===== src/rtl/prog_run_ctrl_pkg.sv =====
// Shared run-control definitions: FSM states, program slot count and base-address table.
// The PC, assembler scripts and benches import the same table.
package prog_ctrl_pkg;
   localparam int L      = 10;
   localparam int NPROG  = 3;
   localparam int PIDX_W = (NPROG > 1) ? $clog2(NPROG) : 1;

   typedef enum logic [1:0] {IDLE = 2'd0, LOAD = 2'd1, RUN = 2'd2, FINISH = 2'd3} state_t;

   localparam logic [L-1:0] PROG_BASE [NPROG] = '{10'h000, 10'h100, 10'h200};

   function automatic logic [L-1:0] base_addr(input logic [PIDX_W-1:0] idx);
      base_addr = '0;
      for (int i = 0; i < NPROG; i++)
         if (idx == PIDX_W'(i)) base_addr = PROG_BASE[i];
   endfunction

   function automatic logic [PIDX_W-1:0] next_idx(input logic [PIDX_W-1:0] idx);
      next_idx = (idx == PIDX_W'(NPROG - 1)) ? '0 : idx + 1'b1;
   endfunction
endpackage


===== src/rtl/prog_run_ctrl_if.sv =====
// Harness/PC-facing signal bundle of the run-control sequencer.
interface prog_run_ctrl_if #(parameter int CYC_W = 16);
   import prog_ctrl_pkg::*;

   logic              Start;
   logic              HaltInsn;
   logic              PcLoad;
   logic [L-1:0]      LoadAddr;
   logic              PcHold;
   logic              CoreEn;
   logic              Done;
   logic              AllDone;
   logic              Timeout;
   logic [PIDX_W-1:0] ProgIdx;
   logic [CYC_W-1:0]  CycleCount;

   modport slave (
      input  Start, HaltInsn,
      output PcLoad, LoadAddr, PcHold, CoreEn, Done, AllDone, Timeout, ProgIdx, CycleCount
   );

   modport master (
      output Start, HaltInsn,
      input  PcLoad, LoadAddr, PcHold, CoreEn, Done, AllDone, Timeout, ProgIdx, CycleCount
   );
endinterface


===== src/rtl/prog_run_ctrl_sat_counter.sv =====
// Saturating up-counter with synchronous clear; holds at all-ones instead of wrapping.
module sat_counter #(
   parameter int W = 16
) (
   input  logic         Clk,
   input  logic         i_clr,
   input  logic         i_en,
   output logic [W-1:0] o_q
);
   logic [W-1:0] r_q;

   always_ff @(posedge Clk) begin
      if (i_clr)
         r_q <= '0;
      else if (i_en && (r_q != '1))
         r_q <= r_q + 1'b1;
   end

   assign o_q = r_q;
endmodule


===== src/rtl/prog_run_ctrl.sv =====
// Run-control sequencer: loads the PC with the slot base, runs the core until halt or
// cycle budget, then freezes the core, flags completion and advances to the next slot.
module prog_run_ctrl
   import prog_ctrl_pkg::*;
#(
   parameter int CYC_W   = 16,
   parameter int MAX_CYC = 4096
) (
   input  logic              Clk,
   input  logic              Reset,
   prog_run_ctrl_if.slave    bus
);
   state_t            r_state, w_next;
   logic              r_start_q;
   logic [PIDX_W-1:0] r_prog_idx;
   logic              r_done, r_all_done, r_timeout;
   logic              w_start_acc, w_budget_hit, w_run_end;
   logic              w_pc_load, w_pc_hold, w_core_en;
   logic [CYC_W-1:0]  w_cycles;

   // Only a fresh rising edge seen while idle starts a program; edges elsewhere are dropped.
   assign w_start_acc  = bus.Start && !r_start_q && (r_state == IDLE);
   assign w_budget_hit = (w_cycles == CYC_W'(MAX_CYC - 1));
   assign w_run_end    = (r_state == RUN) && (bus.HaltInsn || w_budget_hit);

   sat_counter #(.W(CYC_W)) u_cycles (
      .Clk   (Clk),
      .i_clr (Reset || w_start_acc),
      .i_en  (r_state == RUN),
      .o_q   (w_cycles)
   );

   always_ff @(posedge Clk) begin
      if (Reset) r_state <= IDLE;
      else       r_state <= w_next;
   end

   always_comb begin
      w_next    = r_state;
      w_pc_load = 1'b0;
      w_pc_hold = 1'b1;
      w_core_en = 1'b0;
      case (r_state)
         IDLE:    if (w_start_acc) w_next = LOAD;
         LOAD: begin
            w_pc_load = 1'b1;
            w_pc_hold = 1'b0;
            w_next    = RUN;
         end
         RUN: begin
            w_pc_hold = 1'b0;
            w_core_en = 1'b1;
            if (w_run_end) w_next = FINISH;
         end
         FINISH:  w_next = IDLE;
         default: w_next = IDLE;
      endcase
   end

   always_ff @(posedge Clk) begin
      if (Reset) begin
         r_start_q  <= 1'b0;
         r_prog_idx <= '0;
         r_done     <= 1'b0;
         r_all_done <= 1'b0;
         r_timeout  <= 1'b0;
      end else begin
         r_start_q <= bus.Start;
         if (w_start_acc) begin
            r_done     <= 1'b0;
            r_all_done <= 1'b0;
            r_timeout  <= 1'b0;
         end
         // Halt takes priority over the budget when both land on the same edge.
         if (w_run_end) begin
            r_done <= 1'b1;
            if (r_prog_idx == PIDX_W'(NPROG - 1)) r_all_done <= 1'b1;
            if (!bus.HaltInsn) r_timeout <= 1'b1;
         end
         if (r_state == FINISH) r_prog_idx <= next_idx(r_prog_idx);
      end
   end

   assign bus.PcLoad     = w_pc_load;
   assign bus.PcHold     = w_pc_hold;
   assign bus.CoreEn     = w_core_en;
   assign bus.LoadAddr   = base_addr(r_prog_idx);
   assign bus.Done       = r_done;
   assign bus.AllDone    = r_all_done;
   assign bus.Timeout    = r_timeout;
   assign bus.ProgIdx    = r_prog_idx;
   assign bus.CycleCount = w_cycles;
endmodule


===== src/flat_wrapper.sv =====
// flat-port wrapper written by rule: the top's interface ports become plain ports
module prog_run_ctrl_flat import prog_ctrl_pkg::*;
#(
   parameter int CYC_W   = 16,
   parameter int MAX_CYC = 4096
)
  (Clk, Reset, bus_Start, bus_HaltInsn, bus_PcLoad, bus_LoadAddr, bus_PcHold, bus_CoreEn, bus_Done, bus_AllDone, bus_Timeout, bus_ProgIdx, bus_CycleCount);
  prog_run_ctrl_if #(.CYC_W(CYC_W)) bus_i ();
  input  logic Clk;
  input  logic Reset;
  input wire logic [$bits(bus_i.Start)-1:0] bus_Start;
  input wire logic [$bits(bus_i.HaltInsn)-1:0] bus_HaltInsn;
  output wire logic [$bits(bus_i.PcLoad)-1:0] bus_PcLoad;
  output wire logic [$bits(bus_i.LoadAddr)-1:0] bus_LoadAddr;
  output wire logic [$bits(bus_i.PcHold)-1:0] bus_PcHold;
  output wire logic [$bits(bus_i.CoreEn)-1:0] bus_CoreEn;
  output wire logic [$bits(bus_i.Done)-1:0] bus_Done;
  output wire logic [$bits(bus_i.AllDone)-1:0] bus_AllDone;
  output wire logic [$bits(bus_i.Timeout)-1:0] bus_Timeout;
  output wire logic [$bits(bus_i.ProgIdx)-1:0] bus_ProgIdx;
  output wire logic [$bits(bus_i.CycleCount)-1:0] bus_CycleCount;
  assign bus_i.Start = bus_Start;
  assign bus_i.HaltInsn = bus_HaltInsn;
  assign bus_PcLoad = bus_i.PcLoad;
  assign bus_LoadAddr = bus_i.LoadAddr;
  assign bus_PcHold = bus_i.PcHold;
  assign bus_CoreEn = bus_i.CoreEn;
  assign bus_Done = bus_i.Done;
  assign bus_AllDone = bus_i.AllDone;
  assign bus_Timeout = bus_i.Timeout;
  assign bus_ProgIdx = bus_i.ProgIdx;
  assign bus_CycleCount = bus_i.CycleCount;
  prog_run_ctrl #(.CYC_W(CYC_W), .MAX_CYC(MAX_CYC)) u_core (.Clk(Clk), .Reset(Reset), .bus(bus_i));
endmodule

===== config.mk =====
export PLATFORM = sky130hd
export DESIGN_NAME = prog_run_ctrl_flat
export DESIGN_NICKNAME = d
export VERILOG_FILES = /design/src/rtl/prog_run_ctrl_pkg.sv /design/src/rtl/prog_run_ctrl_if.sv /design/src/rtl/prog_run_ctrl_sat_counter.sv /design/src/rtl/prog_run_ctrl.sv /design/src/flat_wrapper.sv
export SDC_FILE = /design/constraint.sdc
export NUM_CORES = 1
export LEC_CHECK = 0
export CORE_MARGIN = 1
export CORE_UTILIZATION = 35
export DETAILED_ROUTE_END_ITERATION = 10
export SETUP_SLACK_MARGIN = 0.1
export SYNTH_ARGS = -nofsm -noshare
export SYNTH_HDL_FRONTEND = slang
export SYNTH_HIERARCHICAL = 1
export SYNTH_SLANG_ARGS = --single-unit

===== constraint.sdc =====
create_clock -name Clk -period 2 [get_ports Clk]
set_input_delay 0.4 -clock Clk [delete_from_list [all_inputs] [get_ports Clk]]
set_output_delay 0.4 -clock Clk [all_outputs]
set_load 0.05 [all_outputs]

==> results.py, run 1 <==
metrics = {
    "sta": {
        "rsz0062_at_grt": "false",
        "fin_crit_ps": 1850,
        "final.setup_skew_ps": 7.67,
        "report.final.hold_viol_count": 0,
        "worst_hold_slack_ps": 455,
        "timing.final.crit_share": 0.927,
        "achievable_freq_mhz": 539,
        "timing.final.max_slew_violations": 0,
        "worst-slew-pin-transition_ps": 662,
        "relSlewSlack": 0.553,
        "setup_total_negative_slack_ps": 0,
        "setup_viol_count_final": 0,
    },
    "layout": {
        "diodes_inserted": 0,
        "num-fill-cells": 378,
        "area_growth_pct": 32.3,
        "regArea_sq_um": 504,
        "multiInputGateArea_sq_um": 801,
        "final_nets": 206,
        "final_layout_size_suffix_gt1_frac": 0.200,
    },
    "yosys": {
        "yosys_most_used_dff": "dfxtp_1",
        "synth_warnings": 6,
        "post_syn_area_per_cell_sq_um": 8.45,
        "proportion_of_register_bits_with_asynchronous_set_or_reset_after_synthesis": 0,
        "cell_count_after_synthesis": 161,
        "ys_types": 41,
        "syn-cell-area_sq_um": 1360,
        "synth-edff-count": 0,
        "yosys_register_bits": 24,
        "synth.yosys.seq_area_share": 0.353,
    },
    "critical_path": {
        "reg2reg_depth": 4,
        "path_buf_inv": 1,
        "critPathArrivalTime_ps": 1450,
        "end_kind": "output pin",
        "slowest_delay_ps": 800,
        "cell_family_with_most_cp_delay": "buffers and inverters",
        "worst_path_max_delay_cell": "clkdlybuf4s50_1",
        "worstPathMaxFanout": 7,
        "path_class": "flip-flop to output pin",
        "critical_path.reg2reg.endpoint": "u_core/bus.Timeout",
        "regToRegSetupSlack_ps": 170,
        "cp-start-kind": "flip-flop",
        "critical_path.cell_chain": "clkdlybuf4s50_1",
        "crit_cells": 1,
        "worst_ep_required_time_ps": 1600,
        "ff_to_ff_start": "u_core/u_cycles/o_q[13]",
    },
    "grt": {
        "grt_max_degree": 14,
        "grt_remaining_overflow": 0,
        "first_pass_grt_wire_length_um": 5420,
        "grt_antenna_before_repair": 0,
        "track_usage": 0.169,
        "number_of_global_route_vias_before_repair": 1213,
    },
    "pwr": {
        "vdd.ir_drop.worst_v": 0.00109,
        "p_sw_frac": 0.415,
        "p_leak_nw": 0.785,
        "netSwitchingPower_mw": 0.672,
        "power_density_nw_per_um2": 899,
        "portion_of_total_power_attributed_to_combinational_logic": 0.474,
        "p_clk_frac": 0.183,
        "p_seq_frac": 0.343,
        "internal_power_mw": 0.945,
    },
    "placed_design": {
        "io_buffers": 29,
        "total_half_perimeter_wirelength_after_legalization_and_detailed_placement_um": 2430,
        "place_congestion": 0.877,
    },
    "route": {
        "post_drt_wl_per_cell_um": 13.0,
        "vias_per_cell": 5.23,
        "first_iter_violations": 85,
        "postRouteWirelength_um": 3170,
        "vias": 1271,
        "ant_nets": 0,
        "drc_errors": 0,
        "drt_first_pass_iters": 4,
    },
    "floorplanning": {
        "chipWidth_um": 64.3,
        "floorplan.die_area_sq_um": 4140,
        "design.portCount": 38,
        "core_region_area_sq_um": 3690,
        "fp-row-count": 22,
        "chipHeight_um": 64.3,
        "start_util": 0.369,
    },
    "clock_network": {
        "cts_inserted_buffers": 3,
        "postCtsSetupRepairBufs": 0,
        "cts-hold-fix-buffers": 0,
        "max-clock-path-buffers": 2,
        "cts_root_buf": "clkbuf_8",
        "clock_transition_at_path_regs_ps": 90,
        "h-tree-depth": 1,
        "cts_tree": "built",
        "clkSinkCount": 24,
        "worst_skew_pair.late_latency_ps": 270,
    },
    "min_path": {
        "hold_path.startpoint": "u_core/bus.Done",
        "min_to": "u_core/bus.Done",
        "hp-class": "flip-flop to flip-flop",
        "min_path_cells": 2,
    },
    "outcome": {
        "outcome": "completed",
    },
    "run": {
        "maxCapViolations": 0,
    },
}
-- cell usage in the layout (no fill, tap or decap), types with 2 or more instances in the layout --
cell and count:
nor2_1 10, nand2b_1 4, nor2b_1 4, mux2i_1 2, dfxtp_2 10, clkdlybuf4s50_1 8, or3_1 3, nor3_1 5
nor4_1 2, conb_1 8, o21a_1 2, ha_1 5, and4_1 3, nand3_1 6, o21ai_2 2, o31ai_1 6
clkbuf_8 3, dfxtp_4 3, dfxtp_1 11, buf_12 2, a21oi_1 12, or4_1 7, buf_4 11, inv_1 12
o21ai_0 4, nand2_2 2, dlygate4sd2_1 9, nand4_1 5, dlymetal6s2s_1 5, xnor2_1 2, nand2_1 10
-- final cells by class --
| class | count | area share |
|---|---|---|
| Timing Repair Buffer | 35 | 0.191 |
| Sequential cell | 24 | 0.280 |
| Multi-Input combinational cell | 120 | 0.445 |
| Clock buffer | 4 | 0.0250 |
| Inverter | 12 | 0.0250 |
| Tap cell | 48 | 0.0334 |
-- synth_stat cells (2+ instances only) --
cell type | n | area share
dfxtp_1 | 24 | 0.35
a21oi_1 | 12 | 0.044
inv_1 | 12 | 0.033
nand2_1 | 11 | 0.030
nor2_1 | 10 | 0.028
buf_4 | 8 | 0.044
or4_1 | 8 | 0.044
ha_1 | 6 | 0.055
nand3_1 | 6 | 0.022
o31ai_1 | 6 | 0.033
nand4_1 | 5 | 0.023
nor3_1 | 5 | 0.018
nand2b_1 | 4 | 0.018
nor2b_1 | 4 | 0.018
o21ai_0 | 4 | 0.015
and4_1 | 3 | 0.019
or3_1 | 3 | 0.014
clkbuf_1 | 2 | 0.0055
mux2i_1 | 2 | 0.015
nor4_1 | 2 | 0.0092
o21a_1 | 2 | 0.011
o21ai_2 | 2 | 0.013
xnor2_1 | 2 | 0.013
-- what timing repair did --
action,in CTS,in global routing
pin swaps,0,1
setup endpoints to repair,9,7
gates resized for setup,9,6
hold endpoints to repair,0,0
-- power by group through the flow --
stage / combinational (mW) / sequential (mW) / clock, mW
after CTS: 0.770 / 0.555 / 0.309
final: 0.766 / 0.555 / 0.296
after global routing: 0.820 / 0.562 / 0.336
after global placement: 0.759 / 0.563 / 0
after detailed placement: 0.769 / 0.566 / 0
after floorplan: 0.454 / 0.612 / 0
-- sequential cells by signal, indices dropped and copies added, names as in the netlist --
register             cells
u_core/bus.AllDone       1
u_core/bus.Timeout       1
u_core/bus.ProgIdx       2
u_core/r_start_q         1
u_core/bus.Done          1
u_core/r_state           2
u_core/u_cycles/o_q     16
-- routing by layer --
metal | wire length, um | GRT usage | vias to the layer above | share of wire
met1 | 1440 | 0.198 | 587 | 0.45
li1 | - | - | 645 | -
met3 | 145 | 0.0357 | 4 | 0.046
met4 | 51 | 0.0833 | 0 | 0.016
met5 | 0 | 0 | - | 0
met2 | 1540 | 0.288 | 35 | 0.48
-- cell families (layout without fill, tap and decap cells) --
family | count (synthesis) | count (layout) | synth area share
AND/OR/NAND/NOR | 69 | 69 | 0.312
AO/OA/AOI/OAI | 32 | 32 | 0.152
flip-flops | 24 | 24 | 0.353
buffers and inverters | 24 | 51 | 0.0892
adder cells (fa/ha/maj) | 6 | 6 | 0.0552
multiplexers | 3 | 3 | 0.0230
XOR/XNOR | 2 | 2 | 0.0129
other | 1 | 8 | 0.00276
-- stage by stage --
stage	setup slack [ps]	power (mW)	instances	utilization	cell area [sq um]
2_1_floorplan	103	1.07	168	-	1420
3_3_place_gp	195	1.32	239	0.475	1750
3_5_place_dp	165	1.34	239	0.475	1750
4_1_cts	103	1.63	243	0.484	1780
5_1_grt	101	1.72	243	0.488	1800
6_report	146	1.62	243	0.488	1800
-- worst max-delay path by stage --
stage,slack [ps],end,startpoint
floorplan,100,u_core/u_cycles/o_q[9],u_core/u_cycles/o_q[2]
global placement,190,u_core/r_state[1],u_core/u_cycles/o_q[13]
detailed placement,170,u_core/r_state[1],u_core/u_cycles/o_q[13]
CTS,100,bus_CycleCount[7],u_core/u_cycles/o_q[7]
global route,100,u_core/r_state[1],u_core/u_cycles/o_q[13]
finish,150,bus_CycleCount[11],u_core/u_cycles/o_q[11]
No activity file was read; power rests on OpenSTA's default activity.
==> run 2, diff against run 1 <==
--- a/config.mk
+++ b/config.mk
@@ -8,6 +8,7 @@
 export CORE_MARGIN = 1
 export CORE_UTILIZATION = 35
 export DETAILED_ROUTE_END_ITERATION = 10
+export PLACE_DENSITY = 0.74
 export SETUP_SLACK_MARGIN = 0.1
 export SYNTH_ARGS = -nofsm -noshare
 export SYNTH_HDL_FRONTEND = slang
==> results.py, run 2 (synthesized netlist as in run 1, its figures left out) <==
metrics = {
    "sta": {
        "final.setup_skew_ps": 2.53,
        "report.final.hold_viol_count": 0,
        "relSlewSlack": 0.586,
        "fin_crit_ps": 1880,
        "worst_hold_slack_ps": 450,
        "achievable_freq_mhz": 533,
        "timing.final.crit_share": 0.938,
        "setup_total_negative_slack_ps": 0,
        "setup_viol_count_final": 0,
        "worst-slew-pin-transition_ps": 613,
        "rsz0062_at_grt": "true",
        "timing.final.max_slew_violations": 0,
    },
    "route": {
        "drt_first_pass_iters": 4,
        "post_drt_wl_per_cell_um": 12.0,
        "drc_errors": 0,
        "ant_nets": 0,
        "vias": 1254,
        "vias_per_cell": 5.12,
        "postRouteWirelength_um": 2940,
        "first_iter_violations": 32,
    },
    "grt": {
        "track_usage": 0.157,
        "number_of_global_route_vias_before_repair": 1139,
        "grt_remaining_overflow": 0,
        "grt_max_degree": 14,
        "first_pass_grt_wire_length_um": 5090,
        "grt_antenna_before_repair": 0,
    },
    "layout": {
        "most-common-layout-cells": "13 x buf_4, 12 x inv_1, 12 x a21oi_1",
        "diodes_inserted": 0,
        "final_layout_size_suffix_gt1_frac": 0.213,
        "area_growth_pct": 34.7,
        "num-fill-cells": 368,
        "final_common_cell": "buf_4",
        "final_nets": 208,
        "largest_reg_flops": 16,
        "post_route_utilization": 0.497,
    },
    "floorplanning": {
        "start_util": 0.369,
        "core_region_area_sq_um": 3690,
        "chipHeight_um": 64.3,
        "design.portCount": 38,
        "fp-row-count": 22,
        "chipWidth_um": 64.3,
        "floorplan.die_area_sq_um": 4140,
    },
    "clock_network": {
        "clock_transition_at_path_regs_ps": 80,
        "clkSinkCount": 24,
        "cts_tree": "built",
        "cts_root_buf": "clkbuf_8",
        "max-clock-path-buffers": 2,
        "worst_skew_pair.late_latency_ps": 260,
        "h-tree-depth": 1,
        "cts-hold-fix-buffers": 0,
        "cts_inserted_buffers": 3,
    },
    "placed_design": {
        "place_congestion": 0.803,
        "total_half_perimeter_wirelength_after_legalization_and_detailed_placement_um": 2180,
        "io_buffers": 29,
    },
    "critical_path": {
        "setup.worst_path.start": "u_core/u_cycles/o_q[13]",
        "path_class": "flip-flop to flip-flop",
        "critPathArrivalTime_ps": 2080,
        "ff_to_ff_start": "u_core/u_cycles/o_q[13]",
        "worst_ep_required_time_ps": 2210,
        "worstPathMaxFanout": 6,
        "regToRegSetupSlack_ps": 120,
        "end_kind": "flip-flop",
        "cp-start-kind": "flip-flop",
    },
    "pwr": {
        "p_leak_nw": 0.807,
        "power_density_nw_per_um2": 892,
        "vdd.ir_drop.worst_v": 0.000957,
    },
    "outcome": {
        "outcome": "completed",
    },
    "min_path": {
        "hold_path.startpoint": "u_core/bus.Done",
        "hp-class": "flip-flop to flip-flop",
    },
    "run": {
        "maxCapViolations": 0,
    },
}
[run 2: changes by cell type in the layout (fill, tap and decap cells not counted), sizes merged]
cell           delta
clkdlybuf4s50     +2
dlymetal6s2s      +1
buf               +2
dlygate4sd2       -3
[run 2: layout make-up]
type | count | area, sq um | share of cell area
Tap cell | 48 | 60.1 | 0.0328
Clock buffer | 4 | 55.1 | 0.0301
Inverter | 12 | 45.0 | 0.0246
Multi-Input combinational cell | 120 | 802 | 0.438
Timing Repair Buffer | 37 | 365 | 0.199
Sequential cell | 24 | 504 | 0.275
[run 2: path summary, 6_finish.rpt]
kind | to | cells past startpoint
worst min-delay path | u_core/bus.Done | 2
worst min register to register | u_core/bus.Done | 2
worst max register to register | u_core/bus.AllDone | 4
worst max-delay path | u_core/bus.AllDone | 4
[run 2: where the power goes]
| part | internal (mW) | total (mW) | switching (mW) |
|---|---|---|---|
| clock | 0.176 | 0.324 | 0.148 |
| combinational | 0.286 | 0.753 | 0.468 |
| sequential | 0.514 | 0.556 | 0.0428 |
| total | 0.975 | 1.63 | 0.658 |
[run 2: metal layers]
metal	wire, um	track usage	up-vias
met5	0	0	-
met4	54	0.0889	0
met3	79	0.0161	4
met2	1310	0.246	27
met1	1490	0.206	576
li1	-	-	647
[run 2: critical path, cell delays in order, from the launching register on]
cell	delay, ps
dfxtp_4	370
or4b_4	530
or4_4	440
a211o_1	360
o21ai_2	110
[run 2: metrics by stage]
step | setup WS, ps | area [sq um] | instances | total power, mW
floorplan | 103 | 1420 | 168 | 1.07
global placement | 183 | 1760 | 240 | 1.32
detailed placement | 166 | 1760 | 240 | 1.33
CTS | 101 | 1810 | 244 | 1.65
global route | 78.0 | 1830 | 245 | 1.73
finish | 123 | 1830 | 245 | 1.63
[run 2: what timing repair did]
item	in CTS	in global routing
setup buffers	0	1
gates resized for setup	6	7
pin swaps	0	2
endpoints found under the setup margin	6	10
cloned	0	0
==> run 3, diff against run 2 <==
--- a/config.mk
+++ b/config.mk
@@ -7,6 +7,7 @@
 export LEC_CHECK = 0
 export CORE_MARGIN = 1
 export CORE_UTILIZATION = 35
+export CTS_BUF_LIST = sky130_fd_sc_hd__clkbuf_8
 export DETAILED_ROUTE_END_ITERATION = 10
 export PLACE_DENSITY = 0.74
 export SETUP_SLACK_MARGIN = 0.1
==> results of run 3 <==
No change in the layout: final DEF, timing and power equal those of run 2.
